`config.mk`:
```
export PLATFORM = sky130hd
export DESIGN_NAME = ppu_fetch_unit
export DESIGN_NICKNAME = d
export VERILOG_FILES = /design/src/rtl/ppu_fetch_unit.sv
export SDC_FILE = /design/constraint.sdc
export NUM_CORES = 1
export LEC_CHECK = 0
export ABC_AREA = 1
export BUFFER_PORTS_ARGS = -buffer_cell sky130_fd_sc_hd__buf_2
export CAP_MARGIN = 20
export CORE_MARGIN = 5
export CORE_UTILIZATION = 30
export DETAILED_ROUTE_END_ITERATION = 12
export GPL_TIMING_DRIVEN = 1
export PLACE_DENSITY_LB_ADDON = 0.1
export SETUP_SLACK_MARGIN = 0.1
export SLEW_MARGIN = 20
export SYNTH_ARGS = -nofsm -noshare
export SYNTH_HDL_FRONTEND = slang
export SYNTH_SLANG_ARGS = --single-unit
```
`constraint.sdc`:
```
create_clock -name clk -period 2.19 [get_ports clk]
set_input_delay 0.438 -clock clk [delete_from_list [all_inputs] [get_ports clk]]
set_output_delay 0.438 -clock clk [all_outputs]
set_load 0.005 [all_outputs]
```
`src/rtl/ppu_fetch_unit.sv`:
```
// Purpose : PPU instruction fetch; owns the PC, issues one word fetch at a time, feeds decode.
// Latency : a word appears on if_instr the cycle after imem_valid; 1 word/cycle sustained.
// Backpr. : id_ready low parks one extra word in a hold buffer and drops imem_req until drained.
//
// Ports:
//   clk, reset_n                 pipeline clock, async active-low reset
//   imem_req/imem_addr           fetch request, address held stable until imem_valid
//   imem_rdata/imem_valid        one-cycle response strobe with the instruction word
//   if_valid/if_instr/if_pc      registered instruction + PC towards decode
//   id_ready                     decode accepts if_instr this cycle
//   redirect_valid/_target       taken branch/jump from decode; flushes the fetch stage
module ppu_fetch_unit #(
    parameter int                ADDR_W   = 32,
    parameter logic [ADDR_W-1:0] RESET_PC = '0
) (
    input  logic              clk,
    input  logic              reset_n,
    output logic              imem_req,
    output logic [ADDR_W-1:0] imem_addr,
    input  logic [31:0]       imem_rdata,
    input  logic              imem_valid,
    input  logic              id_ready,
    output logic              if_valid,
    output logic [31:0]       if_instr,
    output logic [ADDR_W-1:0] if_pc,
    input  logic              redirect_valid,
    input  logic [ADDR_W-1:0] redirect_target
);

    typedef enum logic [1:0] {
        ST_FETCH = 2'd0,
        ST_HOLD  = 2'd1,
        ST_DROP  = 2'd2
    } state_t;

    localparam logic [ADDR_W-1:0] ALIGN_MASK = {{(ADDR_W-2){1'b1}}, 2'b00};
    localparam logic [ADDR_W-1:0] PC_STEP    = ADDR_W'(4);
    localparam logic [ADDR_W-1:0] START_PC   = RESET_PC & ALIGN_MASK;

    state_t            state_q, state_d;
    logic [ADDR_W-1:0] fetch_addr_q, fetch_addr_d;
    logic [ADDR_W-1:0] drop_tgt_q, drop_tgt_d;
    logic              req_en_q;
    logic              out_vld_q, out_vld_d;
    logic [31:0]       out_instr_q, out_instr_d;
    logic [ADDR_W-1:0] out_pc_q, out_pc_d;
    logic [31:0]       buf_instr_q, buf_instr_d;
    logic [ADDR_W-1:0] buf_pc_q, buf_pc_d;

    logic              rsp;
    logic              consume;
    logic              out_free;
    logic [ADDR_W-1:0] tgt;

    // req_en_q keeps imem_req low for the first cycle out of reset, so the
    // first request rises on the first edge after release.
    assign imem_req  = req_en_q && (state_q != ST_HOLD);
    // In DROP fetch_addr_q still holds the stale address; the redirect target
    // waits in drop_tgt_q so the request stays stable until it is answered.
    assign imem_addr = fetch_addr_q;

    // A strobe without an outstanding request carries nothing we asked for.
    assign rsp      = imem_valid && imem_req;
    assign consume  = out_vld_q && id_ready;
    assign out_free = !out_vld_q || id_ready;
    assign tgt      = redirect_target & ALIGN_MASK;

    assign if_valid = out_vld_q;
    assign if_instr = out_instr_q;
    assign if_pc    = out_pc_q;

    always_comb begin
        state_d      = state_q;
        fetch_addr_d = fetch_addr_q;
        drop_tgt_d   = drop_tgt_q;
        out_vld_d    = out_vld_q;
        out_instr_d  = out_instr_q;
        out_pc_d     = out_pc_q;
        buf_instr_d  = buf_instr_q;
        buf_pc_d     = buf_pc_q;

        case (state_q)
            ST_FETCH: begin
                if (redirect_valid) begin
                    out_vld_d = 1'b0;
                    if (rsp || !imem_req) begin
                        // Nothing left in flight: retarget directly.
                        fetch_addr_d = tgt;
                    end else begin
                        // Wrong-path word still coming; wait it out in DROP.
                        drop_tgt_d = tgt;
                        state_d    = ST_DROP;
                    end
                end else if (rsp) begin
                    fetch_addr_d = fetch_addr_q + PC_STEP;
                    if (out_free) begin
                        out_vld_d   = 1'b1;
                        out_instr_d = imem_rdata;
                        out_pc_d    = fetch_addr_q;
                    end else begin
                        buf_instr_d = imem_rdata;
                        buf_pc_d    = fetch_addr_q;
                        state_d     = ST_HOLD;
                    end
                end else if (consume) begin
                    out_vld_d = 1'b0;
                end
            end

            ST_HOLD: begin
                if (redirect_valid) begin
                    out_vld_d    = 1'b0;
                    fetch_addr_d = tgt;
                    state_d      = ST_FETCH;
                end else if (id_ready) begin
                    // Output word is consumed this cycle; buffered word replaces it.
                    out_vld_d   = 1'b1;
                    out_instr_d = buf_instr_q;
                    out_pc_d    = buf_pc_q;
                    state_d     = ST_FETCH;
                end
            end

            ST_DROP: begin
                if (redirect_valid) begin
                    drop_tgt_d = tgt;
                end
                if (consume) begin
                    out_vld_d = 1'b0;
                end
                if (rsp) begin
                    // Discard the stale word; the newest redirect wins.
                    fetch_addr_d = redirect_valid ? tgt : drop_tgt_q;
                    state_d      = ST_FETCH;
                end
            end

            default: begin
                state_d   = ST_FETCH;
                out_vld_d = 1'b0;
            end
        endcase
    end

    always_ff @(posedge clk or negedge reset_n) begin
        if (!reset_n) begin
            state_q      <= ST_FETCH;
            fetch_addr_q <= START_PC;
            drop_tgt_q   <= START_PC;
            req_en_q     <= 1'b0;
            out_vld_q    <= 1'b0;
            out_instr_q  <= 32'h0;
            out_pc_q     <= START_PC;
            buf_instr_q  <= 32'h0;
            buf_pc_q     <= START_PC;
        end else begin
            state_q      <= state_d;
            fetch_addr_q <= fetch_addr_d;
            drop_tgt_q   <= drop_tgt_d;
            req_en_q     <= 1'b1;
            out_vld_q    <= out_vld_d;
            out_instr_q  <= out_instr_d;
            out_pc_q     <= out_pc_d;
            buf_instr_q  <= buf_instr_d;
            buf_pc_q     <= buf_pc_d;
        end
    end

endmodule
```
Word level (Yosys, flattened, before mapping)
Cells that the tools add are included.
- $add $sub $neg: 1
- equal/unequal tests: 18
- muxes and demuxes: 37
- bitwise operators: 2
- reduce and logical (&&, ||, !) cells: 17
- operators with widths (cell ; number):
    $mux W32 ; 18
    $pmux W32 S2 ; 3
    $pmux W32 S3 ; 1
    $add A32 B3 Y32 const B ; 1
    $ne A2 B2 Y1 const B ; 9
    $ne A3 B3 Y1 const B ; 5
    $mux W2 ; 7
    $reduce_and A5 Y1 ; 2
    $mux W1 ; 6
    $pmux W2 S3 ; 1
    $reduce_and A6 Y1 ; 1
    $ne A4 B4 Y1 const B ; 1
    $reduce_and A4 Y1 ; 1
    $reduce_bool A2 Y1 ; 2
    $logic_and A1 B1 Y1 ; 3
    $pmux W1 S3 ; 1
    $reduce_and A3 Y1 ; 1
    $reduce_bool A3 Y1 ; 1
    $eq A2 B1 Y1 const B ; 1
    $eq A2 B2 Y1 const B ; 1
    $logic_not A1 Y1 ; 2
    $logic_not A2 Y1 ; 1
    $logic_or A1 B1 Y1 ; 2
    $ne A2 B1 Y1 const B ; 1
    2 further kinds ; 3
- bits in registers: 196
- bits of input ports: 69
- output and inout port bits: 98
- word-level logic and storage cells: 84

Logic depth before layout (Yosys ltp)
Gate-level depths: netlist of run 1.
- depth after elaboration: 7
- depth in mapped cells: 12
- gate-level depth less buffers: 12

Least setup slack after synthesis of run 1
No wires, ideal clock.
- path type: register to register
- start point: reg state_q[0]
- end point: reg drop_tgt_q[19]
- library setup time: 0.125 ns
- arrival time: 1.749 ns
- required time: 2.065 ns
- setup slack: 0.316 ns
- stages on the path, launching flop included: 9
- buffers on the path: 1
- clock period less this slack: 1.874 ns
- path through: dfrtp_1 > inv_1 > ha_1 > nand2_1 > inv_2 > nand3_1 > o21ai_1 > buf_2 > mux2_2
- word-level cells in the longest chain between the ends: 6
- elaborated cells on any way between the ends: 12
- those cells by class: 4 x eq/ne; 1 x mux; 7 x reduce/logical
- ends and longest elaborated chain (what ; line ; source):
    start, declared ; 40 ; state_t state_q, state_d;
    start signal, assigned ; 157 ; state_q <= state_d;
    $ne A2 B1 Y1 ; 57 ; assign imem_req = req_en_q && (state_q != ST_HOLD);
    $logic_and A1 B1 Y1 ; 57 ;
    $logic_and A1 B1 Y1 / $logic_not A1 Y1 (equally long branches) ; 63, 86 ;
    $logic_or A1 B1 Y1 ; 86 ; if (rsp || !imem_req) begin
    $ne A2 B2 Y1 (no source line) ; -- ;
    $reduce_and A3 Y1 (no source line) ; -- ;
    end signal, assigned ; 159 ; drop_tgt_q <= drop_tgt_d;
    end, declared ; 42 ; logic [ADDR_W-1:0] drop_tgt_q, drop_tgt_d;
Several ways; a longest one is shown, not always the timed one.
A chain may end at the register's enable or synchronous reset.

Final worst setup path of run 1
- start point: reg state_q[0]
- end point: reg drop_tgt_q[25]
Same word-level chain as after synthesis.

==> flow_metrics.py, run 1 <==
metrics = {
    "run_status": {
        "status": "finished clean",
    },
    "global_routing": {
        "grt_pass1_vias": 8262,
        "grt.overflow.total": 0,
        "grtUsageTotal": 0.172,
        "antenna_found_initial": 0,
        "grt_pass1_wl_um": 48900,
        "grt_max_degree": 93,
    },
    "die": {
        "num_io_pins": 167,
        "row_count": 65,
        "die_h_um": 189,
        "start_util": 0.304,
        "coreArea_mm2": 0.0315,
        "dieArea_mm2": 0.0355,
        "die-width_um": 189,
    },
    "finish": {
        "layout-drive-gt1-share": 0.206,
        "syn_to_final_growth_pct": 27.6,
        "design_area_mm2": 0.0122,
        "layout.nets": 1492,
        "utilization": 0.388,
        "seq_area_mm2": 0.00491,
        "final_cell_mix": "nand2_1 (479), dfrtp_1 (195), buf_2 (163), nor2_1 (127), inv_1 (68)",
        "antennaDiodeCount": 0,
        "fillers": 3309,
        "multi_input_area_mm2": 0.00416,
        "final_common_cell": "nand2_1",
    },
    "route": {
        "drc": 0,
        "final_antenna_net_count": 0,
        "wl_per_cell_um": 17.8,
        "firstDrtPassIters": 6,
        "drt_wl_total_um": 32600,
        "initialDrtViolationCount": 587,
        "vias_per_cell": 4.79,
        "num_vias": 8777,
    },
    "clock_network": {
        "cts_tree": "built",
        "root_buffer": "clkbuf_16",
        "htree_levels": 4,
        "ctsLongestPathBuffers": 2,
        "clk_latency_ns": 0.44,
        "cts.sinks": 196,
        "cts_buffers": 17,
        "clkTransAtPathRegs_ns": 0.08,
    },
    "flow_run": {
        "cap_violations": 0,
    },
    "synth": {
        "synth_compound_area_frac": 0.132,
        "synth_xor_area_frac": 0.00275,
        "synth_warnings": 0,
        "syn_inst": 1241,
        "synth_seq_area_share": 0.513,
        "ys_seq_elements": 196,
        "synth_cell_types": 29,
        "postSynthAreaPerCell_um2": 7.70,
        "synthSimpleGateAreaFrac": 0.271,
        "synth_top_family_by_area": "simple AND/OR/NAND/NOR gates",
        "synthMuxAreaShare": 0.0118,
        "netlist_area_mm2": 0.00956,
        "synth_fa_ha_area_frac": 0.00654,
        "synth_nets": 1315,
    },
    "pwr": {
        "vdd.ir_drop.worst_v": 0.000574,
        "power.density_mw_per_mm2": 1370,
        "p_leak_nw": 5.85,
    },
    "critical_path": {
        "cp.arrival_ns": 2.30,
        "crit_type": "register to register",
        "slowest_stage": "o21ai_4",
        "crit_required_ns": 2.51,
        "worstPathCellList": "inv_2 > ha_1 > nand2_2 > o21ai_4 > mux2_2",
        "crit_fanout": 14,
        "slowest_delay_ns": 0.55,
        "critPathBufInv": 1,
        "path_delay_family": "compound AO/OA/AOI/OAI gates",
        "startpoint_type": "register",
        "cp-end-kind": "register",
    },
    "sta": {
        "hold_viol": 0,
        "setup_ws_ns": 0.210,
        "worstMarginPinSlew_ns": 0.660,
        "final.setup.tns_ns": 0,
        "post-route-period-util": 0.904,
        "drv_slew": 0,
        "finClkSkew_ns": 0.0154,
        "finalSetupViolations": 0,
        "post-route-min-period_ns": 1.98,
        "fmax_mhz": 505,
        "holdWs_ns": 0.219,
        "rsz0062_at_grt": "yes",
        "slew_headroom": 0.560,
    },
    "place": {
        "hpwl_um": 20800,
        "post-place-ws_ns": 0.0410,
        "postPlaceCellArea_mm2": 0.0111,
        "numPortBuffers": 164,
        "gp_congestion": 0.801,
    },
    "worst_hold_path": {
        "hold_path.class": "input pin to register",
    },
}
[power by group]
part,total (W),switching (W),internal [W]
Clock,0.00345,0.00147,0.00198
Sequential,0.00640,0.00125,0.00515
Combinational,0.00683,0.00376,0.00307
Total,0.0167,0.00648,0.0102
[final cells by class]
cell class                 count  share of cell area
inverter                      77              0.0261
tap                          402              0.0412
sequential                   196               0.402
multi-input combinational    899               0.341
clock buffer                  20              0.0374
timing repair inverter         1            0.000718
timing repair buffer         226               0.137
clock inverter                11              0.0144
[cells in the mapped netlist]
master / instances / area share
nor3_1: 1 / 0.00052
nor3_2: 1 / 0.0010
xor2_1: 3 / 0.0027
and2_1: 1 / 0.00065
inv_2: 6 / 0.0024
ha_1: 5 / 0.0065
nand3_1: 48 / 0.025
nand2_1: 480 / 0.19
o21ai_0: 66 / 0.035
a21oi_1: 40 / 0.021
buf_6: 2 / 0.0024
inv_1: 71 / 0.028
a21boi_1: 1 / 0.00079
a221oi_1: 18 / 0.016
o211ai_1: 15 / 0.012
nor2_1: 132 / 0.052
nand2_2: 1 / 0.00065
a31oi_1: 64 / 0.042
mux2_2: 10 / 0.012
buf_2: 22 / 0.012
dfrtp_1: 196 / 0.51
o21ai_1: 5 / 0.0026
buf_4: 1 / 0.00079
nor3_4: 1 / 0.0017
clkbuf_1: 44 / 0.017
conb_1: 1 / 0.00039
buf_1: 1 / 0.00039
o22ai_1: 4 / 0.0026
nor2_4: 1 / 0.0012
[through the flow]
stage / power (W) / instances
6_report: 0.0167 / 1832
5_1_grt: 0.0180 / 1832
4_1_cts: 0.0160 / 1810
3_5_place_dp: 0.0125 / 1777
3_3_place_gp: 0.0124 / 1777
2_1_floorplan: 0.00972 / 1241
[worst min-delay path: stages]
cell and delay [ns]:
buf_2 0.09, nand2_1 0.05, nand2_1 0.05
[final timing paths]
| kind | from | end | slack, ns | depth (start not counted) |
|---|---|---|---|---|
| worst max-delay path | state_q[0] | drop_tgt_q[25] | 0.21 | 5 |
| worst min-delay path | imem_rdata[9] | buf_instr_q[9] | 0.22 | 3 |
| worst max register to register | state_q[0] | drop_tgt_q[25] | 0.21 | 5 |
| worst min register to register | buf_instr_q[19] | buf_instr_q[19] | 0.47 | 2 |
| max in group asynchronous | reset_n | if_pc[26] | 0.88 | 3 |
| min in group asynchronous | reset_n | imem_addr[1] | 0.47 | 2 |
[per-layer routing]
metal | track usage | vias up | part of all wire
li1 | - | 4382 | -
met1 | 0.257 | 4159 | 0.51
met2 | 0.254 | 216 | 0.43
met3 | 0.0343 | 20 | 0.049
met4 | 0.0465 | 0 | 0.013
met5 | 0 | - | 0
[registers in the layout, indices dropped and copies added (netlist names)]
register,flops
imem_addr,32
if_instr,32
if_pc,32
req_en_q,1
state_q,2
buf_pc_q,32
drop_tgt_q,32
if_valid,1
buf_instr_q,32
[cells by family (layout without fill, tap and decap cells)]
| kind of cell | count (synthesis) | after routing |
|---|---|---|
| AND/OR/NAND/NOR | 666 | 666 |
| AO/OA/AOI/OAI | 213 | 214 |
| flip-flops | 196 | 196 |
| buffers and inverters | 147 | 335 |
| multiplexers | 10 | 10 |
| adder cells (fa/ha/maj) | 5 | 5 |
| XOR/XNOR | 3 | 3 |
| other | 1 | 1 |
[timing repair]
| action | 4_1_cts | 5_1_grt |
|---|---|---|
| hold buffers | 1 | 0 |
| gates resized for setup | 1 | 28 |
| endpoints found under the hold margin | 31 | 0 |
| cloned | 1 | 12 |
| buffers inserted | 0 | 10 |
| pin swaps | 1 | 4 |
| endpoints found under the setup margin | 32 | 172 |
No activity file was read; power rests on OpenSTA's default activity.
==> run 2, diff against run 1 <==
--- a/config.mk
+++ b/config.mk
@@ -11,7 +11,7 @@
 export CORE_MARGIN = 5
 export CORE_UTILIZATION = 30
 export DETAILED_ROUTE_END_ITERATION = 12
-export GPL_TIMING_DRIVEN = 1
+export GPL_TIMING_DRIVEN = 0
 export PLACE_DENSITY_LB_ADDON = 0.1
 export SETUP_SLACK_MARGIN = 0.1
 export SLEW_MARGIN = 20
==> run 2 against run 1 <==
  * Clock skew shrank 0.0063 ns
  * Critical path depth up 1
  * Setup slack got worse by 0.034 ns
  * Via count down 0.49%
  * Register-to-register slack got worse by 0.03 ns
  * Cell area fell by 2.9%
  * Final cell count rose by 0.93%
  * Clock-buffer cell count increased by 1
  * Largest cell class unchanged
==> flow_metrics.py, run 2 (synthesis gave the netlist of run 1 again) <==
metrics = {
    "global_routing": {
        "antenna_found_initial": 0,
        "grtUsageTotal": 0.181,
        "grt_pass1_vias": 8647,
        "grt.overflow.total": 0,
        "grt_pass1_wl_um": 50700,
        "grt_max_degree": 76,
    },
    "worst_hold_path": {
        "hold_start": "imem_rdata[10]",
        "hold_path.class": "input pin to register",
        "hold_depth": 3,
    },
    "clock_network": {
        "htree_levels": 4,
        "cts.sinks": 196,
        "cts_buffers": 17,
        "cts_tree": "built",
        "root_buffer": "clkbuf_16",
        "clk_latency_ns": 0.44,
        "ctsLongestPathBuffers": 2,
        "clkTransAtPathRegs_ns": 0.08,
    },
    "sta": {
        "hold_viol": 0,
        "post-route-min-period_ns": 2.01,
        "drv_slew": 0,
        "worstMarginPinSlew_ns": 0.586,
        "fmax_mhz": 497,
        "slew_headroom": 0.609,
        "finalSetupViolations": 0,
        "holdWs_ns": 0.217,
        "finClkSkew_ns": 0.00908,
        "post-route-period-util": 0.919,
        "rsz0062_at_grt": "yes",
    },
    "route": {
        "drt_wl_total_um": 32100,
        "wl_per_cell_um": 17.4,
        "initialDrtViolationCount": 577,
        "firstDrtPassIters": 5,
        "drc": 0,
        "vias_per_cell": 4.72,
        "num_vias": 8734,
        "final_antenna_net_count": 0,
    },
    "finish": {
        "final_common_cell": "nand2_1",
        "instances_no_fill": 1849,
        "antennaDiodeCount": 0,
        "syn_to_final_growth_pct": 23.9,
        "fillers": 3378,
        "layout.nets": 1508,
        "seq_area_mm2": 0.00491,
        "final_cell_mix": "nand2_1 (479), dfrtp_1 (193), buf_2 (171), nor2_1 (125), inv_1 (69)",
        "multi_input_area_mm2": 0.00414,
        "layout-drive-gt1-share": 0.199,
        "design_area_mm2": 0.0118,
    },
    "critical_path": {
        "slowest_stage": "dfrtp_2",
        "slowest_delay_ns": 0.45,
        "cp-end-kind": "register",
        "rrSetupSlack_ns": 0.18,
        "crit_required_ns": 2.51,
        "crit_type": "register to register",
        "r2r_cells": 6,
        "worstPathCellList": "inv_2 > ha_1 > nand2_1 > o21ai_2 > buf_4 > mux2_2",
        "r2r-start": "state_q[0]",
        "cp-startpoint": "state_q[0]",
        "startpoint_type": "register",
        "crit_fanout": 10,
        "cp.depth": 6,
        "critPathBufInv": 2,
        "path_delay_family": "flip-flops",
        "cp.arrival_ns": 2.34,
    },
    "place": {
        "postPlaceCellArea_mm2": 0.0109,
        "gp_congestion": 0.861,
        "numPortBuffers": 163,
        "hpwl_um": 24200,
        "dpl.cell_count": 1808,
    },
    "die": {
        "dieArea_mm2": 0.0355,
        "coreArea_mm2": 0.0315,
        "die-width_um": 189,
        "num_io_pins": 167,
        "start_util": 0.304,
        "row_count": 65,
        "die_h_um": 189,
    },
    "pwr": {
        "vdd.ir_drop.worst_v": 0.000605,
        "power.density_mw_per_mm2": 1350,
        "p_leak_nw": 5.67,
        "fin_total_pwr_w": 0.0159,
    },
    "flow_run": {
        "cap_violations": 0,
    },
    "run_status": {
        "status": "finished clean",
    },
}
## run 2: layout make-up
| type | count | share of cell area |
|---|---|---|
| flip-flops and latches | 196 | 0.415 |
| multi-input cells | 898 | 0.350 |
| repair buffers | 175 | 0.0813 |
| well taps | 402 | 0.0425 |
| clock buffers | 21 | 0.0406 |
| plain buffers | 69 | 0.0350 |
| inverters | 77 | 0.0244 |
| clock inverters | 11 | 0.0118 |
## run 2: worst paths after layout
check	end
setup / recovery	drop_tgt_q[25]
hold / removal	buf_instr_q[10]
setup reg to reg	drop_tgt_q[25]
hold reg to reg	buf_instr_q[31]
max in group asynchronous	buf_instr_q[6]
min in group asynchronous	drop_tgt_q[4]
## run 2: routing by layer
| metal | vias to the layer above | GRT usage | share of wire | routed length, um |
|---|---|---|---|---|
| met2 | 209 | 0.290 | 0.45 | 14600 |
| met3 | 33 | 0.0265 | 0.040 | 1300 |
| met1 | 4070 | 0.255 | 0.49 | 15600 |
| li1 | 4422 | - | - | - |
| met4 | 0 | 0.0521 | 0.018 | 580 |
| met5 | - | 0 | 0 | 0 |
## run 2: what timing repair did
item                       in CTS  in global routing
hold endpoints to repair       67                  0
resized for setup              52                 36
pin swaps                       2                  2
setup buffers                   6                  2
setup endpoints to repair     192                182
cloned                          1                  0
hold buffers                    1                  0
## run 2: worst reg2reg max path, cell delays in order, from the launching register on
cell	delay (ns)
dfrtp_2	0.45
inv_2	0.12
ha_1	0.22
nand2_1	0.11
o21ai_2	0.37
buf_4	0.29
mux2_2	0.36
## run 2: power breakdown
part	switching (W)	total, W	internal (W)
clock network	0.00150	0.00334	0.00184
logic	0.00354	0.00611	0.00256
registers	0.00134	0.00649	0.00515
## run 2: per-stage QoR
stage	util	worst slack (ns)	setup TNS (ns)
after CTS	0.373	0.101	0
after global placement	0.346	-2.99	-611.26
final	0.376	0.177	0
after global routing	0.376	0.0566	0
after detailed placement	0.348	-0.424	-33.15
after floorplan	-	0.316	0
